[config.mk]
export PLATFORM = sky130hd
export DESIGN_NAME = draw_splash_anim
export DESIGN_NICKNAME = d
export VERILOG_FILES = /design/src/rtl/draw_pkg.sv /design/src/rtl/splash_addr_gen.sv /design/src/rtl/draw_splash_anim.sv
export SDC_FILE = /design/constraint.sdc
export NUM_CORES = 1
export LEC_CHECK = 0
export ABC_AREA = 1
export BUFFER_PORTS_ARGS = -buffer_cell sky130_fd_sc_hd__buf_4
export CORE_UTILIZATION = 53
export DETAILED_ROUTE_END_ITERATION = 8
export PLACE_DENSITY = 0.75
export RECOVER_POWER = 100
export SYNTH_ARGS = -nofsm -noshare
export SYNTH_HDL_FRONTEND = slang
export SYNTH_SLANG_ARGS = --single-unit
[constraint.sdc]
create_clock -name clk -period 7.5 [get_ports clk]
set_input_delay 0.75 -clock clk [delete_from_list [all_inputs] [get_ports clk]]
set_output_delay 0.75 -clock clk [all_outputs]
set_load 0.03 [all_outputs]
[src/rtl/draw_pkg.sv]
// draw_pkg: constants shared by the draw_* layers (state codes, screen size, transparent pixel).
`default_nettype none

package draw_pkg;

    localparam logic [1:0] IDLE    = 2'd0;
    localparam logic [1:0] REVEAL  = 2'd1;
    localparam logic [1:0] ANIMATE = 2'd2;

    localparam int SCREEN_W = 640;
    localparam int SCREEN_H = 480;

    localparam int TRANSPARENT_DEF = 0;

endpackage

`default_nettype wire

[src/rtl/splash_addr_gen.sv]
// splash_addr_gen: pipeline stage S1 -- window/reveal compare, registered ROM address and vis.
`default_nettype none

module splash_addr_gen #(
    parameter int ICON_WIDTH  = 240,
    parameter int ICON_HEIGHT = 240,
    parameter int X_OFFSET    = 200,
    parameter int Y_OFFSET    = 120,
    parameter int ADDR_W      = 18,
    parameter int FI_W        = 2,
    parameter int RR_W        = 8
) (
    input  logic              clk,
    input  logic              reset,
    input  logic [9:0]        i_vert,
    input  logic [9:0]        i_horz,
    input  logic              i_enable,
    input  logic [FI_W-1:0]   i_frame_idx,
    input  logic [RR_W-1:0]   i_reveal_rows,
    output logic [ADDR_W-1:0] o_rom_addr,
    output logic              o_vis
);

    localparam logic [ADDR_W-1:0] c_X_LO  = ADDR_W'(X_OFFSET);
    localparam logic [ADDR_W-1:0] c_X_HI  = ADDR_W'(X_OFFSET + ICON_WIDTH);
    localparam logic [ADDR_W-1:0] c_Y_LO  = ADDR_W'(Y_OFFSET);
    localparam logic [ADDR_W-1:0] c_Y_HI  = ADDR_W'(Y_OFFSET + ICON_HEIGHT);
    localparam logic [ADDR_W-1:0] c_W     = ADDR_W'(ICON_WIDTH);
    localparam logic [ADDR_W-1:0] c_FRAME = ADDR_W'(ICON_WIDTH * ICON_HEIGHT);

    logic [ADDR_W-1:0] w_vert;
    logic [ADDR_W-1:0] w_horz;
    logic [ADDR_W-1:0] w_row;
    logic [ADDR_W-1:0] w_col;
    logic [ADDR_W-1:0] w_addr;
    logic              w_in_win;
    logic              w_vis;

    assign w_vert   = ADDR_W'(i_vert);
    assign w_horz   = ADDR_W'(i_horz);
    assign w_row    = w_vert - c_Y_LO;
    assign w_col    = w_horz - c_X_LO;
    assign w_in_win = (w_vert >= c_Y_LO) && (w_vert < c_Y_HI) &&
                      (w_horz >= c_X_LO) && (w_horz < c_X_HI);
    assign w_vis    = w_in_win && i_enable && (w_row < ADDR_W'(i_reveal_rows));
    assign w_addr   = ADDR_W'(i_frame_idx) * c_FRAME + w_row * c_W + w_col;

    // Address only moves for visible pixels so the ROM bus stays quiet elsewhere.
    always_ff @(posedge clk) begin
        if (!reset) begin
            o_rom_addr <= '0;
            o_vis      <= 1'b0;
        end else begin
            o_vis <= w_vis;
            if (w_vis) begin
                o_rom_addr <= w_addr;
            end
        end
    end

endmodule

`default_nettype wire

[src/rtl/draw_splash_anim.sv]
// draw_splash_anim: windowed splash with row-by-row reveal then looping frame animation.
// Optional blinking during ANIMATE when SPLASH_BLINK_EN is defined.
`default_nettype none

module draw_splash_anim
    import draw_pkg::*;
#(
    parameter int ICON_WIDTH  = 240,
    parameter int ICON_HEIGHT = 240,
    parameter int X_OFFSET    = 200,
    parameter int Y_OFFSET    = 120,
    parameter int NUM_FRAMES  = 4,
    parameter int FRAME_TICKS = 15,
    parameter int REVEAL_STEP = 8,
    parameter int ADDR_W      = 18,
    parameter int PIX_W       = 8,
    parameter logic [PIX_W-1:0] TRANSPARENT = PIX_W'(TRANSPARENT_DEF),
`ifdef SPLASH_BLINK_EN
    parameter int BLINK_TICKS = 30,
`endif
    localparam int FI_W = (NUM_FRAMES > 1) ? $clog2(NUM_FRAMES) : 1
) (
    input  logic              clk,
    input  logic              reset,
    input  logic              trigger,
    input  logic              clear,
    input  logic              frame_tick,
    input  logic [9:0]        vert,
    input  logic [9:0]        horz,
    output logic [ADDR_W-1:0] rom_addr,
    input  logic [PIX_W-1:0]  rom_data,
    output logic [PIX_W-1:0]  img_out,
    output logic              active,
    output logic [FI_W-1:0]   frame_idx
);

    localparam int RR_W = $clog2(ICON_HEIGHT + 1);
    localparam int TC_W = (FRAME_TICKS > 1) ? $clog2(FRAME_TICKS) : 1;

    logic [1:0]      r_state;
    logic [1:0]      w_next;
    logic [RR_W-1:0] r_reveal_rows;
    logic [TC_W-1:0] r_tick_cnt;
    logic [FI_W-1:0] r_frame_idx;
    logic [31:0]     w_reveal_sum;
    logic            w_reveal_done;
    logic            w_enable;
    logic            w_vis_s1;
    logic            r_vis_d2;

    assign w_reveal_sum  = 32'(r_reveal_rows) + 32'(REVEAL_STEP);
    assign w_reveal_done = (w_reveal_sum >= 32'(ICON_HEIGHT));

    always_ff @(posedge clk) begin
        if (!reset) begin
            r_state <= IDLE;
        end else begin
            r_state <= w_next;
        end
    end

    always_comb begin
        w_next = r_state;
        if (clear) begin
            w_next = IDLE;
        end else begin
            case (r_state)
                IDLE:    if (trigger) w_next = REVEAL;
                REVEAL:  if (frame_tick && w_reveal_done) w_next = ANIMATE;
                ANIMATE: w_next = ANIMATE;
                default: w_next = IDLE;
            endcase
        end
    end

    always_comb begin
        active = (r_state == REVEAL) || (r_state == ANIMATE);
    end

    always_ff @(posedge clk) begin
        if (!reset || clear) begin
            r_reveal_rows <= '0;
            r_tick_cnt    <= '0;
            r_frame_idx   <= '0;
        end else begin
            case (r_state)
                REVEAL: begin
                    if (frame_tick) begin
                        r_reveal_rows <= w_reveal_done ? RR_W'(ICON_HEIGHT) : RR_W'(w_reveal_sum);
                    end
                end
                ANIMATE: begin
                    if (frame_tick) begin
                        if (r_tick_cnt == TC_W'(FRAME_TICKS - 1)) begin
                            r_tick_cnt  <= '0;
                            r_frame_idx <= (r_frame_idx == FI_W'(NUM_FRAMES - 1)) ? '0 : r_frame_idx + 1'b1;
                        end else begin
                            r_tick_cnt <= r_tick_cnt + 1'b1;
                        end
                    end
                end
                default: begin
                    r_reveal_rows <= '0;
                    r_tick_cnt    <= '0;
                    r_frame_idx   <= '0;
                end
            endcase
        end
    end

`ifdef SPLASH_BLINK_EN
    localparam int BC_W = (BLINK_TICKS > 1) ? $clog2(BLINK_TICKS) : 1;

    logic            r_blink_on;
    logic [BC_W-1:0] r_blink_cnt;

    // Held at 1 outside ANIMATE so the first animated frame is always shown.
    always_ff @(posedge clk) begin
        if (!reset || clear || (r_state != ANIMATE)) begin
            r_blink_on  <= 1'b1;
            r_blink_cnt <= '0;
        end else if (frame_tick) begin
            if (r_blink_cnt == BC_W'(BLINK_TICKS - 1)) begin
                r_blink_cnt <= '0;
                r_blink_on  <= ~r_blink_on;
            end else begin
                r_blink_cnt <= r_blink_cnt + 1'b1;
            end
        end
    end

    assign w_enable = active && ((r_state != ANIMATE) || r_blink_on);
`else
    assign w_enable = active;
`endif

    splash_addr_gen #(
        .ICON_WIDTH  (ICON_WIDTH),
        .ICON_HEIGHT (ICON_HEIGHT),
        .X_OFFSET    (X_OFFSET),
        .Y_OFFSET    (Y_OFFSET),
        .ADDR_W      (ADDR_W),
        .FI_W        (FI_W),
        .RR_W        (RR_W)
    ) u_addr_gen (
        .clk           (clk),
        .reset         (reset),
        .i_vert        (vert),
        .i_horz        (horz),
        .i_enable      (w_enable),
        .i_frame_idx   (r_frame_idx),
        .i_reveal_rows (r_reveal_rows),
        .o_rom_addr    (rom_addr),
        .o_vis         (w_vis_s1)
    );

    always_ff @(posedge clk) begin
        if (!reset) begin
            r_vis_d2 <= 1'b0;
            img_out  <= TRANSPARENT;
        end else begin
            r_vis_d2 <= w_vis_s1;
            img_out  <= r_vis_d2 ? rom_data : TRANSPARENT;
        end
    end

    assign frame_idx = r_frame_idx;

endmodule

`default_nettype wire

**Yosys cells after proc, flatten, opt, wreduce, memory -nomap -nowiden**

Index checks and enable logic that the tools add are counted.

- Flip-flop bits (word level): 44
- Bits in latches: 0
- Memory bits (writable): 0
- ROM bits: 0
- Bits of input ports: 33
- Output and inout bits: 29
- Word-level logic and storage cells: 64
- Memories kept: 0

- Add/sub/neg operators: 7
- $mul: 2
- Div/mod/pow operators: 0
- $lt $le $gt $ge: 6
- Eq/ne operators: 9
- Shift operators: 0
- Multiplexer cells: 13
- Bitwise operators: 3
- Reduce and logical (&&, ||, !) cells: 16

Operator list:

| operator | number |
|---|---|
| 18-bit adder | 2 |
| 10-bit by 9-bit less-than comparator with 1-bit output, second input constant | 2 |
| 18-bit by 8-bit less-than comparator with 1-bit output | 1 |
| 18-bit by 4-bit multiplier with 14-bit output, second input constant | 1 |
| 8-bit two-way mux | 2 |
| 8-bit one-hot mux with 2 select lines | 1 |
| 10-bit by 7-bit subtractor with 11-bit output, second input constant | 1 |
| 10-bit by 8-bit subtractor with 11-bit output, second input constant | 1 |
| 10-bit by 7-bit >= comparator with 1-bit output, second input constant | 1 |
| 10-bit by 8-bit >= comparator with 1-bit output, second input constant | 1 |
| 2-bit by 8-bit multiplier with 10-bit output, second input constant | 1 |
| 2-bit two-way mux | 5 |
| 8-bit by 4-bit adder with 9-bit output, second input constant | 1 |
| 9-bit by 8-bit >= comparator with 1-bit output, second input constant | 1 |
| 4-bit two-way mux | 2 |
| 2-bit != test, second input constant | 4 |
| 4-bit one-hot mux with 2 select lines | 1 |
| 2-bit AND reduction | 4 |
| 1-bit logical AND | 6 |
| 2-bit one-hot mux with 3 select lines | 1 |
| 4-bit by 1-bit adder with 4-bit output, second input constant | 1 |
| 2-bit == test, second input constant | 2 |
| 4-bit == test, second input constant | 1 |
| 2-bit one-hot mux with 2 select lines | 1 |
| other kinds (9) | 12 |

**Logic depth before layout (Yosys ltp)**

Gate-level depths: netlist (run 1).

- Word-level depth: 6
- Mapped depth: 29
- Mapped depth without buffers: 29

**By module**

From an unflattened synthesis (run 1), not the netlist that was laid out.

- Cell total of the unflattened synthesis: 583
- Area, all modules: 4265.3 µm²

Modules (own cells, without submodules):

| module | times used | cells an instance | area each (µm²) | sequential area each (µm²) |
|---|---|---|---|---|
| splash_addr_gen | 1 | 447 | 3218.1 | 380.4 |
| draw_splash_anim | 1 | 136 | 1047.3 | 440.4 |

**Least setup slack after synthesis (run 1)**

No wires, ideal clock.

- Path kind: input port to flip-flop
- Start: input port vert[3]
- End: register u_addr_gen.o_rom_addr[17]
- Library setup time: 0.109 ns
- Data arrival time: 5.030 ns
- Data required time: 7.391 ns
- Slack: 2.361 ns
- Stages: 26
- Path buffers: 0
- Path through: ha_1 xor2_1 inv_1 fa_1 fa_1 inv_1 ha_1 nand2_1 inv_1 nand2_1 nand2_1 a21oi_1 nor2_1 nor2_1 xor2_1 fa_1 inv_1 ha_1 nand2_1 inv_1 a221oi_1 nand3_1 nand3_1 nand3_1 nand2_1 inv_1

- Longest elaborated chain between the ends: 6
- Elaborated cells on any way between the ends: 12
- Those cells by class: add/sub: 3; mul: 1; order compare: 3; reduce/logical: 5

RTL lines:

| item | RTL line | source |
|---|---|---|
| from (decl) | draw_splash_anim.sv:28 | `input logic [9:0] vert,` |
| parallel branches: the longest is 6 deep, another holds 18-bit by 4-bit multiplier with 14-bit output | - |  |
| to (signal assigned) | splash_addr_gen.sv:56 | `o_rom_addr <= w_addr;` |
| to (decl) | splash_addr_gen.sv:20 | `output logic [ADDR_W-1:0] o_rom_addr,` |

Several ways; the timed one is not identified.
A chain may end at the register's enable or synchronous reset.

**Final worst setup path (run 1)**

Same ends and word-level chain as after synthesis.

==> results of run 1 <==
state kept, by name, summed over array words and instances (netlist names):
register and count:
u_addr_gen.o_rom_addr 18, img_out 8, r_reveal_rows 5, r_tick_cnt 4, frame_idx 2, r_state 2, r_vis_d2 1, u_addr_gen.o_vis 1
synth_stat cells, types with 9 or more instances:
cell	number	area, um^2
a21oi_2	10	87.58
xnor2_1	9	78.83
nor2_1	51	191.4
nand3_1	31	155.2
nand2_1	97	364.1
xor2_1	32	280.3
dfxtp_1	41	820.8
ha_1	52	650.6
a21oi_1	34	170.2
o21ai_0	26	130.1
inv_1	98	367.9
o21ai_1	9	45.04
fa_1	19	380.4
worst min-delay path, stage by stage, from the launching register on:
cell and delay (ns):
dfxtp_1 0.32, nand2_1 0.06, inv_1 0.03
report_power, final:
part | switching (mW) | leakage [nW] | internal (mW)
Combinational | 0.584 | 1.93 | 0.373
Sequential | 0.00217 | 0.331 | 0.220
Clock | 0.0856 | 0.0452 | 0.0679
per-layer routing:
| metal | routed length, um | part of all wire [%] |
|---|---|---|
| met1 | 3809 | 44 |
| met2 | 4361 | 51 |
| met3 | 340 | 4.0 |
| met4 | 75 | 0.87 |
| met5 | 0 | 0 |
cells by family (layout without fill, tap and decap cells):
family / Yosys count / in the layout
AO/OA/AOI/OAI: 94 / 94
XOR/XNOR: 41 / 41
adder cells (fa/ha/maj): 71 / 71
buffers and inverters: 108 / 172
flip-flops: 41 / 41
AND/OR/NAND/NOR: 205 / 205
cell type report:
type | count | area (um^2)
multi-input cells | 411 | 2834
clock buffers | 5 | 68.82
flip-flops and latches | 41 | 820.8
repair buffers | 61 | 341.6
well taps | 99 | 123.9
fillers | 732 | 2765
clock inverters | 3 | 25.02
inverters | 103 | 390.4
worst min path at each step:
stage	cells past startpoint	endpoint	slack [ns]
after floorplan	2	r_vis_d2	0.39
after global placement	2	r_vis_d2	0.39
after detailed placement	2	r_vis_d2	0.42
after CTS	2	r_vis_d2	0.44
after global routing	2	r_vis_d2	0.48
final	2	r_vis_d2	0.44
==> results.yml, run 1 <==
status:
  status: "complete, no violations"
placed_design:
  gp_congestion: 0.8731
  place_hpwl_um: 7327
  place_worst_setup_slack_ns: 1.868
  placed_area_mm2: 0.004646
  portBuffers: 61
  dp.cells: 715
floorplan:
  core_mm2: 0.007370
  dieArea_mm2: 0.008102
  die_w_um: 90.01
  fp-row-count: 31
  die_y_um: 90.01
  ioPinCount: 62
  start_util_pct: 55.70
timing:
  maxSlewViolCount: 0
  hold_viol: 0
  fmax_mhz: 182.1
  tns_ns: 0
  finalClockSkew_ns: 0.005670
  relSlewSlack_pct: 20.89
  worst_hold_slack_ns: 0.4386
  tightest_slew_ns: 1.180
  setup_viol: 0
  fin_crit_ns: 5.492
  rsz0062_at_grt: "false"
  setup_slack_ns: 2.008
  fin_crit_sh_pct: 73.22
worst_setup_path:
  start_kind: "input port"
  worstSetupPathType: "input port to flip-flop"
  cp-end-kind: "flip-flop"
  crit_slowest_cell: "fa_1"
  reg2regPathDepth: 11
  cp_slowest_stage_delay_ns: 0.54
  cp_data_required_time_ns: 7.75
  cp_num_cells: 28
  rr_startpoint: "r_reveal_rows[5]"
  cpLargestDelayFamily: "adder cells"
  cp_common_cell: "inv_1"
  worstPathMaxFanout: 6
  crit_start: "vert[3]"
  r2r_slack_ns: 4.28
  path_buf_inv: 8
  cp-endpoint: "u_addr_gen.o_rom_addr[17]"
  crit_arrival_ns: 5.74
  r2r-end: "u_addr_gen.o_rom_addr[8]"
finish:
  drive_gt1_share_pct: 10.58
  area_growth_syn_to_layout_pct: 12.16
  fin_nets: 727
  fin_util_pct: 62.48
  antennaDiodeCount: 0
  fin_cells: 723
  fin_area_mm2: 0.004604
  mostFrequentLayoutCells: "inv_1, nand2_1, ha_1"
global_route:
  overflow: 0
  antenna_found_initial: 0
  grt_use_met3_pct: 2.453
  grt_max_degree: 31
  grt.busiest_layer: "met2"
  grt.total_usage_pct: 22.32
  grt_pass1_vias: 3474
  grt_first_pass_wirelength_um: 15020
  grtUsageMet1_pct: 26.93
  grtUsageMet2_pct: 41.98
clock_tree:
  cts_resized: 0
  hold_buffers: 0
  cts_setup_buffers: 0
  numCtsBuffers: 5
  clock_sinks: 41
  cts_tree: "done"
  htreeDepth: 2
  cts-root-buf: "clkbuf_8"
  clock_path_buffers: 2
  cts.reportedPaths.clkPinSlew_ns: 0.09
  insertion_delay_ns: 0.30
logic_synthesis:
  synth_edf_count: 0
  syn_avg_cell_area_um2: 7.331
  yosys_most_used_dff: "dfxtp_1"
  ys_types: 41
  yosys.area_share.simple_pct: 22.10
  synth_top_family_by_area: "adder cells"
  ys_seq_elements: 41
  synth_warnings: 0
  netlist_area_mm2: 0.004105
  synthArstFlopShare_pct: 0
  synth_cells: 560
  synth-compound-area-share_pct: 13.44
  synth.area.mux_share_pct: 0
  ys_seq_area_share_pct: 19.99
  synth-xor-area-share_pct: 8.747
  yosys.area_share.adder_pct: 25.11
  mappedNetlistNets: 664
detailed_routing:
  totalWireLength_um: 8587
  first_iter_violations: 134
  postRouteAntennaNets: 0
  vias_per_cell: 4.988
  dr.pass1.iters: 5
  vias: 3606
  drc: 0
  drt-wirelength-per-cell_um: 11.88
power:
  power_leakage_nw: 2.308
  p_per_area_mw_per_mm2: 289.6
  fin_total_pwr_mw: 1.333
  max-vdd-ir-drop_uv: 115.3
run:
  cap_violations: 0
worst_hold_path:
  hold_class: "flip-flop to flip-flop"
  hold_path.startpoint: "u_addr_gen.o_vis"
No activity file was read; power rests on OpenSTA's default activity.
==> run 2, diff against run 1 <==
clock period = 5.7 ns   (was 7.5 ns; I/O delays follow)
==> results.yml, run 2 (same netlist as run 1, synthesis figures left out) <==
status:
  status: "complete, no violations"
floorplan:
  start_util_pct: 55.70
  die_w_um: 90.01
  core_mm2: 0.007370
  dieArea_mm2: 0.008102
  die_y_um: 90.01
  fp-row-count: 31
  ioPinCount: 62
worst_setup_path:
  r2r_slack_ns: 2.47
  crit_arrival_ns: 5.25
  cp-end-kind: "flip-flop"
  start_kind: "input port"
  worstPathMaxFanout: 6
  worstSetupPathType: "input port to flip-flop"
  reg2regPathDepth: 11
  r2r-end: "u_addr_gen.o_rom_addr[8]"
  cp_data_required_time_ns: 5.90
  rr_startpoint: "r_reveal_rows[5]"
worst_hold_path:
  hold_path.startpoint: "u_addr_gen.o_vis"
  holdPathEnd: "r_vis_d2"
  hold_class: "flip-flop to flip-flop"
  holdPathStages: 2
clock_tree:
  numCtsBuffers: 5
  cts_setup_buffers: 0
  htreeDepth: 2
  clock_path_buffers: 2
  cts.reportedPaths.clkPinSlew_ns: 0.08
  cts-root-buf: "clkbuf_8"
  cts_tree: "done"
  clock_sinks: 41
  insertion_delay_ns: 0.30
  cts_resized: 0
  hold_buffers: 0
timing:
  fmax_mhz: 198.1
  finalClockSkew_ns: 0.004607
  maxSlewViolCount: 0
  hold_viol: 0
  fin_crit_ns: 5.049
  setup_viol: 0
  rsz0062_at_grt: "false"
  worst_hold_slack_ns: 0.4229
  tightest_slew_ns: 1.155
  tns_ns: 0
  relSlewSlack_pct: 22.57
  fin_crit_sh_pct: 88.58
power:
  p_per_area_mw_per_mm2: 395.8
  max-vdd-ir-drop_uv: 195.6
  power_leakage_nw: 2.340
detailed_routing:
  drt-wirelength-per-cell_um: 11.88
  totalWireLength_um: 8600
  vias: 3640
  postRouteAntennaNets: 0
  vias_per_cell: 5.028
  first_iter_violations: 86
  drc: 0
  dr.pass1.iters: 4
global_route:
  grt_pass1_vias: 3496
  grt_first_pass_wirelength_um: 15060
  grt.total_usage_pct: 22.36
  overflow: 0
  grt_max_degree: 31
  antenna_found_initial: 0
finish:
  fin_util_pct: 63.23
  largest_reg_flops: 18
  fin_cells: 724
  reg_top3: "u_addr_gen.o_rom_addr x18, img_out x8, r_reveal_rows x5"
  fin_nets: 728
  antennaDiodeCount: 0
  area_growth_syn_to_layout_pct: 13.50
  drive_gt1_share_pct: 10.88
  top_register: "u_addr_gen.o_rom_addr"
  mostFrequentLayoutCells: "inv_1, nand2_1, ha_1"
placed_design:
  dp.cells: 716
  portBuffers: 61
  place_hpwl_um: 7322
  gp_congestion: 0.9105
run:
  cap_violations: 0
==> run 2: changes by cell type in the layout (fill, tap and decap cells not counted), sizes merged <==
cell,delta
bufinv,+2
clkinvlp,-1
buf,+2
inv,-1
clkbuf,-1
==> run 2: area by class of cell <==
type                       instances  area [um^2]
clock buffer                       5        68.82
clock inverter                     3        68.82
fill                             715         2710
inverter                         103        390.4
multi-input combinational        411         2834
sequential                        41        820.8
tap                               99        123.9
timing repair buffer              62        352.8
==> run 2: power breakdown <==
part	internal (mW)	switching [mW]	total [mW]
sequential	0.290	0.00270	0.292
combinational	0.491	0.778	1.27
clock	0.176	0.106	0.282
==> run 2: how the worst max path moves through the flow <==
stage,from,to,slack (ns),depth (start not counted)
after global routing,vert[3],u_addr_gen.o_rom_addr[17],0.24,29
final,vert[3],u_addr_gen.o_rom_addr[17],0.65,25
after global placement,vert[3],u_addr_gen.o_rom_addr[15],0.64,22
after detailed placement,vert[3],u_addr_gen.o_rom_addr[17],0.50,25
after floorplan,vert[3],u_addr_gen.o_rom_addr[17],0.74,26
after CTS,vert[3],u_addr_gen.o_rom_addr[17],0.80,28
==> run 2: layer usage <==
| layer | part of all wire [%] | global-route usage (%) |
|---|---|---|
| met4 | 1.8 | 5.914 |
| met1 | 45 | 26.26 |
| met3 | 4.1 | 3.384 |
| met2 | 49 | 41.92 |
| met5 | 0 | 0 |
==> run 2: metrics by stage <==
step	area, um^2	worst slack (ns)	power (mW)
2_1_floorplan	4105	0.7411	1.322
3_3_place_gp	4653	0.6436	1.526
3_5_place_dp	4653	0.5010	1.556
4_1_cts	4791	0.7992	1.849
5_1_grt	4659	0.2350	2.051
6_report	4659	0.6512	1.844
==> run 2: critical path, stage by stage <==
cell and delay (ns):
buf_4 0.14, ha_1 0.22, nand2_1 0.12, xor2_1 0.35, inv_1 0.21, nand2_1 0.13
nand2_1 0.09, xor2_1 0.16, fa_1 0.51, inv_1 0.04, ha_1 0.35, a21o_1 0.20
nor3_1 0.26, xor2_1 0.12, fa_1 0.49, inv_1 0.04, ha_1 0.33, inv_1 0.11
o21bai_1 0.10, a221oi_1 0.29, nand3_1 0.14, nand3_1 0.11, nand3_1 0.07, nand2_1 0.09
inv_1 0.03
